## config.mk

```make
export PLATFORM = sky130hd
export DESIGN_NAME = echo_mix_stage_flat
export DESIGN_NICKNAME = d
export VERILOG_FILES = /design/src/rtl/delay_pkg.sv /design/src/rtl/echo_mix_stage_if.sv /design/src/rtl/echo_gain_ctrl.sv /design/src/rtl/echo_mix_stage.sv /design/src/flat_wrapper.sv
export SDC_FILE = /design/constraint.sdc
export NUM_CORES = 1
export LEC_CHECK = 0
export ABC_AREA = 1
export CAP_MARGIN = 20
export CORE_MARGIN = 3
export CORE_UTILIZATION = 29
export DETAILED_ROUTE_END_ITERATION = 7
export PLACE_DENSITY_LB_ADDON = 0.2
export SYNTH_ARGS = -nofsm -noshare
export SYNTH_HDL_FRONTEND = slang
export SYNTH_SLANG_ARGS = --single-unit
```

## constraint.sdc

```tcl
create_clock -name clk -period 6.15 [get_ports clk]
set_input_delay 1.23 -clock clk [delete_from_list [all_inputs] [get_ports clk]]
set_output_delay 1.23 -clock clk [all_outputs]
set_load 0.005 [all_outputs]
```

## src/rtl/delay_pkg.sv

```systemverilog
// Shared definitions for the echo mix stage and its gain controller.
// Holds the default sample/gain/counter widths, the per-tap delay line
// depths, the gain ramp step length and the controller state encoding.
package delay_pkg;

  localparam int WIDTH    = 8;
  localparam int GAIN_W   = 4;
  localparam int CNT_W    = 7;
  localparam int DEPTH0   = 30;
  localparam int DEPTH1   = 45;
  localparam int DEPTH2   = 60;
  localparam int DEPTH3   = 90;
  localparam int RAMP_LEN = 16;

  typedef enum logic [1:0] {
    FILL = 2'd0,
    RUN  = 2'd1,
    RAMP = 2'd2
  } state_t;

endpackage

```

## src/rtl/echo_mix_stage_if.sv

```systemverilog
// Sample/control bundle of the echo mix stage.
//   in_valid, dry_in, wet_in, tap_sel, gain : driven by the source (master)
//   mix_out, out_valid, state_o, busy       : driven by the mix stage (slave)
interface echo_mix_stage_if #(
  parameter int WIDTH  = 8,
  parameter int GAIN_W = 4
);
  logic              in_valid;
  logic [WIDTH-1:0]  dry_in;
  logic [WIDTH-1:0]  wet_in;
  logic [1:0]        tap_sel;
  logic [GAIN_W-1:0] gain;
  logic [WIDTH-1:0]  mix_out;
  logic              out_valid;
  logic [1:0]        state_o;
  logic              busy;

  modport master (
    output in_valid, dry_in, wet_in, tap_sel, gain,
    input  mix_out, out_valid, state_o, busy
  );

  modport slave (
    input  in_valid, dry_in, wet_in, tap_sel, gain,
    output mix_out, out_valid, state_o, busy
  );
endinterface

```

## src/rtl/echo_gain_ctrl.sv

```systemverilog
// Wet gain controller for the echo mix stage.
// Holds the wet path at zero gain while the delay lines fill after reset,
// then tracks the requested gain. On a tap change it ramps the gain from
// zero up to the target one step every RAMP_LEN clocks to avoid clicks.
// Ports:
//   clk, rst  : clock, synchronous active-high reset
//   tap_sel   : currently selected delay line
//   gain      : target wet gain (1/16 units)
//   eff_gain  : gain actually applied to the wet path
//   state     : FILL / RUN / RAMP
//   busy      : high whenever state is not RUN
module echo_gain_ctrl
  import delay_pkg::*;
#(
  parameter int GAIN_W_P   = GAIN_W,
  parameter int CNT_W_P    = CNT_W,
  parameter int DEPTH0_P   = DEPTH0,
  parameter int DEPTH1_P   = DEPTH1,
  parameter int DEPTH2_P   = DEPTH2,
  parameter int DEPTH3_P   = DEPTH3,
  parameter int RAMP_LEN_P = RAMP_LEN
) (
  input  logic                clk,
  input  logic                rst,
  input  logic [1:0]          tap_sel,
  input  logic [GAIN_W_P-1:0] gain,
  output logic [GAIN_W_P-1:0] eff_gain,
  output state_t              state,
  output logic                busy
);

  state_t               state_reg, state_next;
  logic [CNT_W_P-1:0]   cnt_reg, cnt_next;
  logic [GAIN_W_P-1:0]  eff_reg, eff_next;
  logic [1:0]           tap_q_reg;
  logic [CNT_W_P-1:0]   depth_sel;
  logic                 tap_change;

  // Fill threshold follows the live tap selection, so a tap change during
  // FILL only moves the compare point.
  always_comb begin
    depth_sel = CNT_W_P'(DEPTH0_P);
    case (tap_sel)
      2'd0: depth_sel = CNT_W_P'(DEPTH0_P);
      2'd1: depth_sel = CNT_W_P'(DEPTH1_P);
      2'd2: depth_sel = CNT_W_P'(DEPTH2_P);
      2'd3: depth_sel = CNT_W_P'(DEPTH3_P);
      default: depth_sel = CNT_W_P'(DEPTH0_P);
    endcase
  end

  assign tap_change = (tap_sel != tap_q_reg);

  always_ff @(posedge clk) begin
    if (rst) begin
      state_reg <= FILL;
      cnt_reg   <= '0;
      eff_reg   <= '0;
      tap_q_reg <= 2'd0;
    end else begin
      state_reg <= state_next;
      cnt_reg   <= cnt_next;
      eff_reg   <= eff_next;
      tap_q_reg <= tap_sel;
    end
  end

  always_comb begin
    state_next = state_reg;
    cnt_next   = cnt_reg;
    eff_next   = eff_reg;
    case (state_reg)
      FILL: begin
        // Counts clocks, not samples: the lines shift every clock.
        eff_next = '0;
        if (cnt_reg != '1) cnt_next = cnt_reg + 1'b1;
        if (cnt_reg >= depth_sel) begin
          state_next = RUN;
          eff_next   = gain;
        end
      end
      RUN: begin
        if (tap_change) begin
          state_next = RAMP;
          eff_next   = '0;
          cnt_next   = '0;
        end else begin
          eff_next = gain;
        end
      end
      RAMP: begin
        if (tap_change) begin
          // Another switch restarts the ramp from silence.
          eff_next = '0;
          cnt_next = '0;
        end else if (eff_reg >= gain) begin
          // Covers both reaching the target and the target dropping below.
          state_next = RUN;
          eff_next   = gain;
        end else if (cnt_reg == CNT_W_P'(RAMP_LEN_P - 1)) begin
          cnt_next = '0;
          eff_next = eff_reg + 1'b1;
        end else begin
          cnt_next = cnt_reg + 1'b1;
        end
      end
      default: begin
        state_next = FILL;
        cnt_next   = '0;
        eff_next   = '0;
      end
    endcase
  end

  assign eff_gain = eff_reg;
  assign state    = state_reg;
  assign busy     = (state_reg != RUN);

endmodule

```

## src/rtl/echo_mix_stage.sv

```systemverilog
// Echo mixer: mix_out = saturate(dry + (wet * eff_gain) / 16) through a
// two-stage pipeline (capture, then multiply/add/saturate). The wet gain
// comes from echo_gain_ctrl, which mutes the wet path during line fill and
// ramps it after tap changes.
// Ports:
//   clk, rst : clock, synchronous active-high reset
//   bus      : slave side of echo_mix_stage_if (samples, tap, gain in;
//              mix_out/out_valid/state_o/busy out)
module echo_mix_stage
  import delay_pkg::*;
#(
  parameter int WIDTH_P    = WIDTH,
  parameter int GAIN_W_P   = GAIN_W,
  parameter int CNT_W_P    = CNT_W,
  parameter int DEPTH0_P   = DEPTH0,
  parameter int DEPTH1_P   = DEPTH1,
  parameter int DEPTH2_P   = DEPTH2,
  parameter int DEPTH3_P   = DEPTH3,
  parameter int RAMP_LEN_P = RAMP_LEN
) (
  input  logic           clk,
  input  logic           rst,
  echo_mix_stage_if.slave bus
);

  localparam int PROD_W = WIDTH_P + GAIN_W_P;

  logic [GAIN_W_P-1:0] eff_gain;
  state_t              state;
  logic                busy;

  echo_gain_ctrl #(
    .GAIN_W_P   (GAIN_W_P),
    .CNT_W_P    (CNT_W_P),
    .DEPTH0_P   (DEPTH0_P),
    .DEPTH1_P   (DEPTH1_P),
    .DEPTH2_P   (DEPTH2_P),
    .DEPTH3_P   (DEPTH3_P),
    .RAMP_LEN_P (RAMP_LEN_P)
  ) u_gain_ctrl (
    .clk      (clk),
    .rst      (rst),
    .tap_sel  (bus.tap_sel),
    .gain     (bus.gain),
    .eff_gain (eff_gain),
    .state    (state),
    .busy     (busy)
  );

  // Stage 1: sample capture together with the gain in force at that clock.
  logic [WIDTH_P-1:0]  dry1_reg, wet1_reg;
  logic [GAIN_W_P-1:0] gain1_reg;
  logic                v1_reg;

  always_ff @(posedge clk) begin
    if (rst) begin
      dry1_reg  <= '0;
      wet1_reg  <= '0;
      gain1_reg <= '0;
      v1_reg    <= 1'b0;
    end else begin
      v1_reg <= bus.in_valid;
      if (bus.in_valid) begin
        dry1_reg  <= bus.dry_in;
        wet1_reg  <= bus.wet_in;
        gain1_reg <= eff_gain;
      end
    end
  end

  // Stage 2: scale wet by gain/16, add dry, clip to full scale.
  logic [PROD_W-1:0]  prod;
  logic [WIDTH_P:0]   sum;
  logic [WIDTH_P-1:0] sat;
  logic [WIDTH_P-1:0] mix_reg;
  logic               out_valid_reg;

  assign prod = PROD_W'(wet1_reg) * PROD_W'(gain1_reg);
  assign sum  = {1'b0, dry1_reg} + (WIDTH_P + 1)'(prod >> GAIN_W_P);
  assign sat  = sum[WIDTH_P] ? '1 : sum[WIDTH_P-1:0];

  always_ff @(posedge clk) begin
    if (rst) begin
      mix_reg       <= '0;
      out_valid_reg <= 1'b0;
    end else begin
      out_valid_reg <= v1_reg;
      if (v1_reg) mix_reg <= sat;  // hold last value through gaps
    end
  end

  assign bus.mix_out   = mix_reg;
  assign bus.out_valid = out_valid_reg;
  assign bus.state_o   = state;
  assign bus.busy      = busy;

endmodule

```

## src/flat_wrapper.sv

```systemverilog
// flat-port wrapper written by rule: the top's interface ports become plain ports
module echo_mix_stage_flat import delay_pkg::*;
#(
  parameter int WIDTH_P    = WIDTH,
  parameter int GAIN_W_P   = GAIN_W,
  parameter int CNT_W_P    = CNT_W,
  parameter int DEPTH0_P   = DEPTH0,
  parameter int DEPTH1_P   = DEPTH1,
  parameter int DEPTH2_P   = DEPTH2,
  parameter int DEPTH3_P   = DEPTH3,
  parameter int RAMP_LEN_P = RAMP_LEN
)
  (clk, rst, bus_in_valid, bus_dry_in, bus_wet_in, bus_tap_sel, bus_gain, bus_mix_out, bus_out_valid, bus_state_o, bus_busy);
  echo_mix_stage_if #(.WIDTH(8), .GAIN_W(4)) bus_i ();
  input  logic clk;
  input  logic rst;
  input wire logic [$bits(bus_i.in_valid)-1:0] bus_in_valid;
  input wire logic [$bits(bus_i.dry_in)-1:0] bus_dry_in;
  input wire logic [$bits(bus_i.wet_in)-1:0] bus_wet_in;
  input wire logic [$bits(bus_i.tap_sel)-1:0] bus_tap_sel;
  input wire logic [$bits(bus_i.gain)-1:0] bus_gain;
  output wire logic [$bits(bus_i.mix_out)-1:0] bus_mix_out;
  output wire logic [$bits(bus_i.out_valid)-1:0] bus_out_valid;
  output wire logic [$bits(bus_i.state_o)-1:0] bus_state_o;
  output wire logic [$bits(bus_i.busy)-1:0] bus_busy;
  assign bus_i.in_valid = bus_in_valid;
  assign bus_i.dry_in = bus_dry_in;
  assign bus_i.wet_in = bus_wet_in;
  assign bus_i.tap_sel = bus_tap_sel;
  assign bus_i.gain = bus_gain;
  assign bus_mix_out = bus_i.mix_out;
  assign bus_out_valid = bus_i.out_valid;
  assign bus_state_o = bus_i.state_o;
  assign bus_busy = bus_i.busy;
  echo_mix_stage #(.WIDTH_P(WIDTH_P), .GAIN_W_P(GAIN_W_P), .CNT_W_P(CNT_W_P), .DEPTH0_P(DEPTH0_P), .DEPTH1_P(DEPTH1_P), .DEPTH2_P(DEPTH2_P), .DEPTH3_P(DEPTH3_P), .RAMP_LEN_P(RAMP_LEN_P)) u_core (.clk(clk), .rst(rst), .bus(bus_i));
endmodule
```

-- Word level (Yosys, flattened, before mapping)
Index checks and enable logic that the tools add are counted.
- word-level logic and storage cells: 55
- input bits: 25
- output and inout bits: 12
- flip-flop bits (word level): 45
- multipliers: 1
- eq/ne operators: 16
- add/subtract/negate cells: 3
- order comparisons: 2
- multiplexer cells: 19
- reductions and logical operators: 4
- operators with widths (operator ; count):
    7-bit 2-to-1 mux ; 5
    7-bit one-hot mux with 4 select lines ; 1
    7-bit one-hot mux with 3 select lines ; 1
    4-bit 2-to-1 mux ; 5
    8-bit by 4-bit multiplier with 12-bit output ; 1
    4-bit one-hot mux with 3 select lines ; 1
    2-bit inequality test, second input constant ; 5
    8-bit by 8-bit adder with 9-bit output ; 1
    2-bit 2-to-1 mux ; 4
    8-bit 2-to-1 mux ; 1
    7-bit by 1-bit adder with 7-bit output, second input constant ; 1
    7-bit by 4-bit == test with 1-bit output, second input constant ; 1
    7-bit >= comparator ; 1
    7-bit inequality test, second input constant ; 1
    2-bit == test, second input constant ; 3
    2-bit one-hot mux with 3 select lines ; 1
    4-bit by 1-bit adder with 4-bit output, second input constant ; 1
    2-bit by 1-bit == test with 1-bit output, second input constant ; 2
    4-bit >= comparator ; 1
    2-bit zero test ; 2
    4-bit inequality test, second input constant ; 1
    4-bit AND reduction ; 1
    3-bit inequality test, second input constant ; 1
    3-bit AND reduction ; 1
    2 further kinds ; 2

-- Longest topological paths before layout
Gate-level depths: netlist of run 1.
- depth after elaboration: 5
- depth in mapped cells: 25
- gate-level depth less buffers: 24

-- By module
From an unflattened synthesis of run 1, not the netlist that was laid out.
- cell total of the unflattened synthesis: 528
- area, all modules: 3554.7 um^2
- by module, submodules not included (module ; cells each ; area each (um^2) ; sequential area each (um^2) ; times used):
    echo_mix_stage ; 340 ; 2323.5 ; 600.6 ; 1
    echo_gain_ctrl ; 188 ; 1231.2 ; 300.3 ; 1

-- Least setup slack after synthesis of run 1
OpenSTA, ideal clock, no wires.
- path type: reg-to-reg
- from: register u_core.gain1_reg[3]
- to: register u_core.mix_reg[7] (netlist: u_core.bus.mix_out[7])
- arrival time: 3.644 ns
- cell stages (with the launch flop): 24
- setup time: 0.109 ns
- period minus slack after synthesis: 3.753 ns
- setup slack: 2.397 ns
- buffers on the path: 1
- required time: 6.041 ns
- path through: dfxtp_1 clkbuf_1 nand2_1 inv_1 fa_1 inv_1 fa_1 inv_1 ha_1 a21oi_1 o21ai_0 a21oi_1 nor2_1 nor2_1 xnor2_1 ha_1 nand2_1 inv_1 a21boi_0 nand2_1 a21oi_1 nand3_1 nand2_1 inv_1
- word-level cells in the longest chain between the ends: 3
- ends and longest elaborated chain (item ; line ; text):
    from (decl) ; echo_mix_stage.sv:52 ; logic [GAIN_W_P-1:0] gain1_reg;
    from (signal assigned) ; echo_mix_stage.sv:66 ; gain1_reg <= eff_gain;
    8-bit by 4-bit multiplier with 12-bit output ; echo_mix_stage.sv:78 ; assign prod = PROD_W'(wet1_reg) * PROD_W'(gain1_reg);
    8-bit by 8-bit adder with 9-bit output ; echo_mix_stage.sv:79 ; assign sum = {1'b0, dry1_reg} + (WIDTH_P + 1)'(prod >> GAIN_W_P);
    8-bit 2-to-1 mux ; echo_mix_stage.sv:80 ; assign sat = sum[WIDTH_P] ? '1 : sum[WIDTH_P-1:0];
    to (signal assigned) ; echo_mix_stage.sv:88 ; if (v1_reg) mix_reg <= sat;
    to (decl) ; echo_mix_stage.sv:75 ; logic [WIDTH_P-1:0] mix_reg;
No other way between the ends.
A chain may end at the register's enable or synchronous reset.

-- Worst setup path in the final report of run 1
- from: register u_core.gain1_reg[3]
- to: register u_core.mix_reg[2] (netlist: u_core.bus.mix_out[2])
Same word-level chain as after synthesis.

==> load_flow_metrics.sql, run 1 <==
INSERT INTO impl_metrics (metric_group, metric, value, unit) VALUES
('hold_path', 'hp-class', 'flip-flop to flip-flop', ''),
('floorplan', 'die_h', '115', 'µm'),
('global_routing', 'antenna_found_initial', '0', ''),
('logic_synthesis', 'synth_nets', '565', ''),
('global_routing', 'grt_pass1_wl', '13.5', 'mm'),
('routing', 'wl_met1', '3.75', 'mm'),
('sta', 'setup_ws_post_layout', '2.09', 'ns'),
('finish', 'nNetsFinal', '595', ''),
('hold_path', 'hold_path_startpoint', 'u_core.u_gain_ctrl.cnt_reg[0]$_SDFFE_PP0P_', ''),
('logic_synthesis', 'ys_top_cells_by_area', 'dfxtp_1 (26%), ha_1 (13%), nand2_1 (11%)', ''),
('finish', 'syn2layout_area_growth', '18.5', '%'),
('clock_network', 'tritoncts', 'built', ''),
('logic_synthesis', 'synth_top_area_frac', '0.262', ''),
('clock_network', 'cts.htree.levels', '2', ''),
('logic_synthesis', 'syn_avg_cell_area', '6.99', 'µm²'),
('global_routing', 'first_global_vias', '2992', ''),
('floorplan', 'std_cell_rows', '39', ''),
('clock_network', 'clk-insertion-delay-late', '0.30', 'ns'),
('logic_synthesis', 'yosys_most_used_dff', 'dfxtp_1', ''),
('routing', 'wire_length_per_cell', '11.6', 'µm'),
('clock_network', 'cts_hold_buffers', '0', ''),
('floorplan', 'top_level_ports', '37', ''),
('worst_setup_path', 'critical_path.slowest_cell', 'fa_1', ''),
('logic_synthesis', 'yosys_register_bits', '45', ''),
('sta', 'rsz0062_at_grt', 'false', ''),
('worst_setup_path', 'cp_data_arrival_time', '4.26', 'ns'),
('sta', 'final_min_period_over_clock_period', '0.661', ''),
('clock_network', 'clockRootBuffer', 'clkbuf_16', ''),
('placed_design', 'place_hpwl', '6.06', 'mm'),
('routing', 'drt-initial-drc-count', '119', ''),
('logic_synthesis', 'post_synth_inst_count', '492', ''),
('logic_synthesis', 'postSynth.asyncResetShare', '0', ''),
('worst_setup_path', 'crit_path_cell_trace', 'nand2_1 > inv_1 > fa_1 > inv_1 > fa_1 > inv_1 > ha_1 > a21oi_1 > o21ai_0 > a21oi_1 > nor2_1 > nor2_1 > xnor2_1 > ha_1 > a21oi_1 > o211ai_1 > inv_2 > nand3_1 > o211ai_1 > inv_1', ''),
('placed_design', 'pre_cts_slack', '2.07', 'ns'),
('clock_network', 'cts_buffers', '5', ''),
('worst_setup_path', 'reg2reg_start', 'u_core.gain1_reg[3]$_SDFFE_PP0P_', ''),
('finish', 'nFillCells', '1269', ''),
('hold_path', 'hold-path-endpoint', 'u_core.u_gain_ctrl.cnt_reg[0]$_SDFFE_PP0P_', ''),
('routing', 'detail_route.vias_per_cell', '4.52', ''),
('placed_design', 'gp_routability_congestion', '0.826', ''),
('sta', 'totalNegativeSetupSlack', '0', 'ns'),
('worst_setup_path', 'max_stage_delay', '0.53', 'ns'),
('worst_setup_path', 'critPathMostFrequentCell', 'inv_1', ''),
('run_status', 'result_of_the_run', 'finished, final reports clean', ''),
('finish', 'fin_area', '4080', 'µm²'),
('floorplan', 'initial_core_utilization', '0.299', ''),
('worst_setup_path', 'flop_to_flop_setup_slack', '2.09', 'ns'),
('sta', 'max_clock_freq', '246', 'MHz'),
('logic_synthesis', 'synth.lib_cells_used.distinct', '38', ''),
('finish', 'n_antenna_cell', '0', ''),
('worst_setup_path', 'timing.critical_path.from_type', 'flip-flop', ''),
('logic_synthesis', 'synthesis.area', '3440', 'µm²'),
('sta', 'clock_skew', '0.0119', 'ns'),
('hold_path', 'number_of_cells_on_the_worst_hold_path', '2', ''),
('placed_design', 'placed_cells', '658', ''),
('finish', 'finish.cell_count_without_fillers', '666', ''),
('placed_design', 'placement.cell_area', '3930', 'µm²'),
('sta', 'timing.slew.headroom', '0.394', ''),
('routing', 'drt_drc_violations_left', '0', ''),
('clock_network', 'postCtsSetupBuffers', '0', ''),
('flow_run', 'max-cap-violations', '0', ''),
('routing', 'top_routing_layer_in_use', 'met4', ''),
('routing', 'dr_wl_met2', '3.54', 'mm'),
('routing', 'detailroute.wirelength.met3', '333', 'µm'),
('clock_network', 'numClockSinks', '45', ''),
('clock_network', 'clock_path_buffers', '2', ''),
('clock_network', 'cts_resized', '0', ''),
('worst_setup_path', 'worstPathMaxFanout', '9', ''),
('floorplan', 'core_area', '11500', 'µm²'),
('routing', 'routed_wirelength', '7.74', 'mm'),
('routing', 'post_drt_antenna_nets', '0', '');
## critical path: cells and delay by family (launching register included)
kind / cells / cell delay [ns]
and+or+nand+nor: 4 / 0.37
DFF: 1 / 0.40
buffers and inverters: 5 / 0.36
adders and majority gates: 4 / 1.72
xor gates and xnor gates: 1 / 0.14
AOI/OAI and AO/OA: 6 / 0.98
## worst max-delay path by stage
stage	start	to
2_1_floorplan	u_core.gain1_reg[3]$_SDFFE_PP0P_	u_core.bus.mix_out[7]$_SDFFE_PP0P_
3_3_place_gp	u_core.gain1_reg[3]$_SDFFE_PP0P_	u_core.bus.mix_out[1]$_SDFFE_PP0P_
3_5_place_dp	u_core.gain1_reg[3]$_SDFFE_PP0P_	u_core.bus.mix_out[1]$_SDFFE_PP0P_
4_1_cts	u_core.gain1_reg[3]$_SDFFE_PP0P_	u_core.bus.mix_out[2]$_SDFFE_PP0P_
5_1_grt	u_core.gain1_reg[3]$_SDFFE_PP0P_	u_core.bus.mix_out[2]$_SDFFE_PP0P_
6_report	u_core.gain1_reg[3]$_SDFFE_PP0P_	u_core.bus.mix_out[2]$_SDFFE_PP0P_
## kinds of logic (layout without fill, tap and decap cells)
kind of cell | count (synthesis) | count (layout) | share of synthesized area
AO/OA/AOI/OAI | 75 | 75 | 0.121
XOR/XNOR | 16 | 16 | 0.0429
adder cells (fa/ha/maj) | 48 | 48 | 0.201
buffers and inverters | 104 | 135 | 0.115
flip-flops | 45 | 45 | 0.262
AND/OR/NAND/NOR | 204 | 204 | 0.259
## stage by stage
| step | utilization | total power (W) | hold slack, ns |
|---|---|---|---|
| final | 0.354 | 0.000721 | 0.486 |
| after global routing | 0.354 | 0.000765 | 0.521 |
| after CTS | 0.354 | 0.000739 | 0.489 |
| after detailed placement | 0.341 | 0.000448 | 0.471 |
| after global placement | 0.341 | 0.000447 | 0.473 |
| after floorplan | - | 0.000401 | 0.458 |
## layer usage
layer / up-vias / GRT usage
li1: 1596 / -
met1: 1361 / 0.167
met2: 45 / 0.203
met3: 8 / 0.0242
met4: 0 / 0.0415
met5: - / 0
## synth_stat cells, types with 2 or more instances
cell / instances
ha_1: 36
clkbuf_1: 10
nand3_2: 2
a31oi_1: 4
buf_2: 2
dfxtp_1: 45
nand2_1: 103
o211ai_1: 4
xor2_1: 9
fa_1: 12
a21o_1: 2
inv_2: 7
nor2_1: 59
nand2_2: 2
o21ai_1: 3
inv_1: 83
xnor2_1: 6
nand4_1: 5
o21ai_0: 29
nor2_2: 3
nor2_4: 3
nand3_1: 21
a21oi_1: 27
## area by class of cell
cell class	instances	area [µm²]	share of cell area
clock buffer	5	125	0.0307
clock inverter	3	25.0	0.00613
inverter	91	344	0.0844
multi-input combinational	343	2140	0.526
sequential	45	901	0.221
tap	143	179	0.0439
timing repair buffer	36	360	0.0883
## where the power goes
group / total [W] / internal, W / switching (W)
Clock: 0.000282 / 0.000153 / 0.000129
Sequential: 0.000322 / 0.000307 / 0.0000154
Combinational: 0.000117 / 0.0000546 / 0.0000624
Total: 0.000721 / 0.000514 / 0.000207
## layout by cell type, fill, tap and decap left out, drive strengths merged
cell type,instances
nand2,106
inv,92
nor2,65
dfxtp,45
ha,36
clkdlybuf4s50,36
o21ai,33
a21oi,28
nand3,24
fa,12
xor2,9
xnor2,7
nand4,6
clkbuf,5
o211ai,4
a31oi,4
a21o,2
o21bai,1
o21a,1
a21boi,1
nor3,1
and2,1
a22oi,1
nor3b,1
clkinvlp,1
clkinv,1
No activity file was read; power rests on OpenSTA's default activity.
==> run 2: changes to the inputs <==
clock period = 3.55 ns   (was 6.15 ns; I/O delays follow)
==> load_flow_metrics.sql, run 2 (synthesis results as in run 1) <==
INSERT INTO impl_metrics (metric_group, metric, value, unit) VALUES
('floorplan', 'std_cell_rows', '39', ''),
('floorplan', 'die_x', '115', 'µm'),
('clock_network', 'numClockSinks', '45', ''),
('sta', 'rsz0062_at_grt', 'true', ''),
('finish', 'n_antenna_cell', '0', ''),
('hold_path', 'hp-class', 'flip-flop to flip-flop', ''),
('floorplan', 'die_area', '13200', 'µm²'),
('finish', 'fin_area', '4600', 'µm²'),
('sta', 'setup_viol', '8', ''),
('worst_setup_path', 'logic_depth_of_the_worst_register_to_register_path', '20', ''),
('routing', 'drt-initial-drc-count', '116', ''),
('run_status', 'result_of_the_run', 'complete, but fails checks', ''),
('worst_setup_path', 'worstReg2RegEnd', 'u_core.bus.mix_out[1]$_SDFFE_PP0P_', ''),
('global_routing', 'grt_pass1_wl', '14.3', 'mm'),
('finish', 'syn2layout_area_growth', '33.8', '%'),
('clock_network', 'cts_hold_buffers', '0', ''),
('worst_setup_path', 'worstSetupEndpoint', 'u_core.bus.mix_out[1]$_SDFFE_PP0P_', ''),
('finish', 'mostFrequentLayoutCells', 'nand2_1 (93), inv_1 (76), nor2_1 (55)', ''),
('sta', 'finalHoldViolations', '0', ''),
('sta', 'clock_skew', '0.00810', 'ns'),
('worst_setup_path', 'cp-startpoint', 'u_core.gain1_reg[1]$_SDFFE_PP0P_', ''),
('floorplan', 'die_h', '115', 'µm'),
('power_and_ir_drop', 'ir_worst_vdd', '0.183', 'mV'),
('routing', 'post_drt_antenna_nets', '0', ''),
('finish', 'final_layout_size_suffix_gt1_frac', '0.214', ''),
('sta', 'min_period', '3.68', 'ns'),
('placed_design', 'placed_cells', '689', ''),
('clock_network', 'clockRootBuffer', 'clkbuf_16', ''),
('global_routing', 'overflow', '0', ''),
('placed_design', 'port_buffers', '36', ''),
('worst_setup_path', 'flop_to_flop_setup_slack', '-0.13', 'ns'),
('power_and_ir_drop', 'power', '0.00133', 'W'),
('sta', 'setup_ws_post_layout', '-0.135', 'ns'),
('floorplan', 'core_area', '11500', 'µm²'),
('finish', 'regArea', '918', 'µm²'),
('routing', 'routed_wirelength', '8.37', 'mm'),
('worst_setup_path', 'cp_data_required_time', '3.79', 'ns'),
('routing', 'wire_length_per_cell', '11.9', 'µm'),
('finish', 'finish.cell_count_without_fillers', '705', ''),
('floorplan', 'initial_core_utilization', '0.299', ''),
('clock_network', 'tritoncts', 'built', ''),
('finish', 'nNetsFinal', '634', ''),
('worst_setup_path', 'worstPathMaxFanout', '8', ''),
('placed_design', 'placement.cell_area', '4220', 'µm²'),
('sta', 'timing.slew.headroom', '0.542', ''),
('floorplan', 'top_level_ports', '37', ''),
('global_routing', 'overall_track_demand_over_capacity_in_global_routing', '0.132', ''),
('sta', 'max_clock_freq', '271', 'MHz'),
('placed_design', 'place_hpwl', '6.48', 'mm'),
('finish', 'multi_input_area', '2340', 'µm²'),
('worst_setup_path', 'cp_data_arrival_time', '3.93', 'ns'),
('worst_setup_path', 'reg2reg_start', 'u_core.gain1_reg[1]$_SDFFE_PP0P_', ''),
('worst_setup_path', 'timing.critical_path.from_type', 'flip-flop', ''),
('power_and_ir_drop', 'power.density', '289', 'nW/µm²'),
('routing', 'vias_post_dr', '3147', ''),
('global_routing', 'antenna_found_initial', '0', ''),
('routing', 'drt_pass1_iterations', '5', ''),
('routing', 'drt_drc_violations_left', '0', ''),
('clock_network', 'path_clk_slew', '0.07', 'ns'),
('worst_setup_path', 'worstSetupEndpointType', 'flip-flop', ''),
('sta', 'worst-slew-pin-transition', '0.686', 'ns'),
('finish', 'utilization', '0.400', ''),
('global_routing', 'first_global_vias', '3057', ''),
('routing', 'detail_route.vias_per_cell', '4.46', ''),
('placed_design', 'gp_routability_congestion', '0.834', ''),
('power_and_ir_drop', 'leakage', '2.34', 'nW'),
('flow_run', 'max-cap-violations', '0', ''),
('finish', 'leading_cell_type_in_the_layout_fill_and_taps_excluded', 'nand2_1', ''),
('clock_network', 'clock_path_buffers', '2', ''),
('sta', 'final_min_period_over_clock_period', '1.04', ''),
('global_routing', 'grt_start_max_net_pins', '22', ''),
('clock_network', 'cts_buffers', '5', ''),
('finish', 'nFillCells', '1246', ''),
('clock_network', 'clk-insertion-delay-late', '0.29', 'ns'),
('clock_network', 'cts.htree.levels', '2', ''),
('worst_setup_path', 'criticalPathCategory', 'flip-flop to flip-flop', ''),
('sta', 'finalMaxSlewViolations', '0', ''),
('run_status', 'failed_checks', 'setup timing', '');
-- run 2: cell types whose count changed in the layout (fill, tap and decap cells not counted), sizes merged --
cell | before | now
buf | 0 | 39
clkinv | 1 | 0
inv | 92 | 94
clkinvlp | 1 | 0
-- run 2: worst min path at each step --
| stage | startpoint | end | slack (ns) | cells after the start |
|---|---|---|---|---|
| after floorplan | u_core.u_gain_ctrl.cnt_reg[0]$_SDFFE_PP0P_ | u_core.u_gain_ctrl.cnt_reg[0]$_SDFFE_PP0P_ | 0.46 | 2 |
| after global placement | u_core.u_gain_ctrl.cnt_reg[0]$_SDFFE_PP0P_ | u_core.u_gain_ctrl.cnt_reg[0]$_SDFFE_PP0P_ | 0.47 | 2 |
| after detailed placement | u_core.bus.mix_out[0]$_SDFFE_PP0P_ | u_core.bus.mix_out[0]$_SDFFE_PP0P_ | 0.47 | 2 |
| after CTS | u_core.bus.mix_out[0]$_SDFFE_PP0P_ | u_core.bus.mix_out[0]$_SDFFE_PP0P_ | 0.50 | 2 |
| after global routing | u_core.u_gain_ctrl.eff_gain[0]$_SDFFE_PP0P_ | u_core.u_gain_ctrl.eff_gain[0]$_SDFFE_PP0P_ | 0.52 | 2 |
| final | u_core.u_gain_ctrl.cnt_reg[0]$_SDFFE_PP0P_ | u_core.u_gain_ctrl.cnt_reg[0]$_SDFFE_PP0P_ | 0.50 | 2 |
-- run 2: per-stage QoR --
stage                     hold WS [ns]  setup TNS, ns  setup slack, ns
after floorplan                  0.458        -0.0266          -0.0167
after global placement           0.473          -1.93           -0.278
after detailed placement         0.471          -2.61           -0.365
after CTS                        0.499         -0.644           -0.114
after global routing             0.521          -2.80           -0.396
final                            0.502         -0.945           -0.135
-- run 2: cell type report --
cell class / count / share of cell area
Clock buffer: 5 / 0.0272
Clock inverter: 3 / 0.00625
Inverter: 91 / 0.0747
Multi-Input combinational cell: 343 / 0.509
Sequential cell: 45 / 0.200
Tap cell: 143 / 0.0389
Timing Repair Buffer: 75 / 0.145
-- run 2: layer usage --
metal	track usage	wire (µm)	up-vias
met1	0.186	4220	1415
met4	0.0391	118	0
met3	0.0237	282	9
met5	0	0	-
li1	-	-	1678
met2	0.207	3750	45
-- run 2: power breakdown --
part	internal (W)	switching, W	total, W
Sequential	0.000531	0.0000271	0.000558
Clock	0.000271	0.000225	0.000497
Combinational	0.000142	0.000135	0.000277
Total	0.000945	0.000387	0.00133
-- run 2: critical path: stages, from the launching register on --
cell      delay [ns]
dfxtp_4         0.38
nand2_2         0.07
fa_1            0.50
fa_1            0.52
inv_2           0.05
ha_4            0.25
nand4_1         0.08
o21bai_2        0.21
buf_4           0.14
xnor2_1         0.06
inv_1           0.07
ha_2            0.18
inv_2           0.04
fa_2            0.37
o21ai_4         0.18
nand2_1         0.07
o211ai_1        0.10
inv_2           0.12
nand3_2         0.07
o211ai_1        0.09
inv_1           0.08
-- run 2: timing repair --
item | CTS | global route
gates resized for setup | 25 | 19
pin swaps | 32 | 22
endpoints found under the setup margin | 8 | 8
setup buffers | 3 | 5
==> run 3: changes to the inputs <==
GPL_TIMING_DRIVEN = 0   (was not set)
REMOVE_ABC_BUFFERS = 1   (was not set)
==> load_flow_metrics.sql, run 3 (synthesis results as in run 1) <==
INSERT INTO impl_metrics (metric_group, metric, value, unit) VALUES
('routing', 'post_drt_antenna_nets', '0', ''),
('global_routing', 'global_route.usage.met1', '0.158', ''),
('worst_setup_path', 'critical-path-top-delay-family', 'adder cells', ''),
('routing', 'wire_length_per_cell', '11.4', 'µm'),
('run_status', 'result_of_the_run', 'complete, but fails checks', ''),
('worst_setup_path', 'max_stage_delay', '0.53', 'ns'),
('global_routing', 'groute.layer.met2.usage', '0.216', ''),
('finish', 'multi_input_area', '2320', 'µm²'),
('clock_network', 'clock_path_buffers', '2', ''),
('placed_design', 'pre_cts_slack', '-0.478', 'ns'),
('finish', 'nFillCells', '1217', ''),
('power_and_ir_drop', 'power.density', '296', 'nW/µm²'),
('global_routing', 'grt_pass1_wl', '13.7', 'mm'),
('floorplan', 'die_x', '115', 'µm'),
('placed_design', 'place_hpwl', '5.74', 'mm'),
('worst_setup_path', 'crit_path_cell_trace', 'nand2_1 > inv_1 > fa_1 > inv_1 > fa_1 > inv_1 > ha_4 > a21oi_1 > o21a_1 > nand2_1 > buf_4 > xor2_1 > ha_1 > nand2_1 > nor2_1 > nand2_1 > o211ai_1 > inv_2 > nand3_2 > o211ai_1 > inv_1', ''),
('finish', 'mostFrequentLayoutCells', 'nand2_1 (98), inv_1 (78), nor2_1 (56)', ''),
('floorplan', 'die_area', '13200', 'µm²'),
('routing', 'routed_wirelength', '7.77', 'mm'),
('floorplan', 'top_level_ports', '37', ''),
('worst_setup_path', 'critical_path.slowest_cell', 'fa_1', ''),
('sta', 'rsz0062_at_grt', 'true', ''),
('global_routing', 'first_global_vias', '3143', ''),
('clock_network', 'cts.htree.levels', '2', ''),
('worst_setup_path', 'worstPathMaxFanout', '8', ''),
('floorplan', 'die_h', '115', 'µm'),
('worst_setup_path', 'crit_buf_inv', '6', ''),
('routing', 'vias_post_dr', '3102', ''),
('hold_path', 'hp-class', 'flip-flop to flip-flop', ''),
('floorplan', 'initial_core_utilization', '0.299', ''),
('power_and_ir_drop', 'leakage', '2.22', 'nW'),
('placed_design', 'placement.cell_area', '3930', 'µm²'),
('floorplan', 'core_area', '11500', 'µm²'),
('global_routing', 'overflow', '0', ''),
('global_routing', 'antenna_found_initial', '0', ''),
('run_status', 'failed_checks', 'setup timing', ''),
('worst_setup_path', 'timing.critical_path.from_type', 'flip-flop', ''),
('finish', 'fin_area', '4400', 'µm²'),
('worst_setup_path', 'criticalPathCategory', 'flip-flop to flip-flop', ''),
('clock_network', 'clockRootBuffer', 'clkbuf_16', ''),
('sta', 'max_clock_freq', '276', 'MHz'),
('routing', 'drt_pass1_iterations', '4', ''),
('global_routing', 'grt_start_max_net_pins', '32', ''),
('global_routing', 'overall_track_demand_over_capacity_in_global_routing', '0.124', ''),
('finish', 'final_layout_size_suffix_gt1_frac', '0.167', ''),
('sta', 'finalMaxSlewViolations', '0', ''),
('finish', 'nNetsFinal', '610', ''),
('power_and_ir_drop', 'ir_worst_vdd', '0.179', 'mV'),
('flow_run', 'max-cap-violations', '0', ''),
('floorplan', 'std_cell_rows', '39', ''),
('sta', 'timing.slew.headroom', '0.375', ''),
('sta', 'min_period', '3.63', 'ns'),
('sta', 'setup_ws_post_layout', '-0.0780', 'ns'),
('sta', 'worst-slew-pin-transition', '0.936', 'ns'),
('sta', 'clock_skew', '0.00425', 'ns'),
('worst_setup_path', 'worstSetupEndpointType', 'flip-flop', ''),
('finish', 'n_antenna_cell', '0', ''),
('clock_network', 'tritoncts', 'built', ''),
('worst_setup_path', 'cp_data_required_time', '3.73', 'ns'),
('routing', 'drt-initial-drc-count', '69', ''),
('placed_design', 'port_buffers', '36', ''),
('global_routing', 'busiest_layer', 'met2', ''),
('sta', 'setup_viol', '7', ''),
('clock_network', 'cts_buffers', '5', ''),
('finish', 'utilization', '0.382', ''),
('finish', 'syn2layout_area_growth', '27.7', '%'),
('clock_network', 'numClockSinks', '45', ''),
('global_routing', 'met3_usage_in_global_routing', '0.0268', ''),
('routing', 'drt_drc_violations_left', '0', ''),
('finish', 'regArea', '920', 'µm²'),
('placed_design', 'gp_routability_congestion', '0.798', ''),
('finish', 'leading_cell_type_in_the_layout_fill_and_taps_excluded', 'nand2_1', ''),
('clock_network', 'path_clk_slew', '0.06', 'ns'),
('clock_network', 'clk-insertion-delay-late', '0.29', 'ns'),
('worst_setup_path', 'cp_data_arrival_time', '3.81', 'ns'),
('sta', 'finalHoldViolations', '0', ''),
('routing', 'detail_route.vias_per_cell', '4.56', ''),
('sta', 'final_min_period_over_clock_period', '1.02', '');
[run 3: changes by cell type in the layout (fill, tap and decap cells not counted), sizes merged]
cell	before	now
inv	94	92
clkbuf	5	7
buf	39	15
[run 3: through the flow]
| stage | setup TNS [ns] | power [W] | hold WS, ns | instances |
|---|---|---|---|---|
| finish | -0.257 | 0.00130 | 0.483 | 681 |
| global route | -2.64 | 0.00138 | 0.525 | 681 |
| CTS | -0.583 | 0.00132 | 0.487 | 678 |
| detailed placement | -3.32 | 0.000773 | 0.467 | 658 |
| global placement | -3.25 | 0.000770 | 0.470 | 658 |
| floorplan | -0.405 | 0.000688 | 0.454 | 479 |
[run 3: power breakdown]
group | internal (W) | leakage, nW | switching, W
clock | 0.000302 | 0.0805 | 0.000205
combinational | 0.000118 | 1.77 | 0.000119
sequential | 0.000532 | 0.374 | 0.0000275
[run 3: worst paths after layout]
| path | from | end | slack, ns | depth (start not counted) |
|---|---|---|---|---|
| max | u_core.gain1_reg[3]$_SDFFE_PP0P_ | u_core.bus.mix_out[1]$_SDFFE_PP0P_ | -0.08 | 21 |
| min | u_core.bus.mix_out[2]$_SDFFE_PP0P_ | u_core.bus.mix_out[2]$_SDFFE_PP0P_ | 0.48 | 2 |
| max reg2reg | u_core.gain1_reg[3]$_SDFFE_PP0P_ | u_core.bus.mix_out[1]$_SDFFE_PP0P_ | -0.08 | 21 |
| min reg2reg | u_core.bus.mix_out[2]$_SDFFE_PP0P_ | u_core.bus.mix_out[2]$_SDFFE_PP0P_ | 0.48 | 2 |
[run 3: tightest hold or removal path, stage by stage (launching register included)]
cell and delay (ns):
dfxtp_1 0.33, o211ai_1 0.08, inv_1 0.05
[run 3: routing by layer]
metal  part of all wire  vias to the layer above
met1               0.48                     1415
li1                   -                     1641
met3              0.034                        7
met5                  0                        -
met2               0.47                       39
met4             0.0098                        0
[run 3: area by class of cell]
cell class | count | share of cell area
Tap cell | 143 | 0.0407
Clock buffer | 7 | 0.0347
Inverter | 91 | 0.0783
Clock inverter | 1 | 0.00199
Timing Repair Buffer | 51 | 0.108
Multi-Input combinational cell | 343 | 0.527
Sequential cell | 45 | 0.209
[run 3: timing repair]
action,in CTS,in global routing
resized for setup,39,11
setup buffers,12,3
hold buffers,0,0
pin swaps,26,28
setup endpoints to repair,8,8
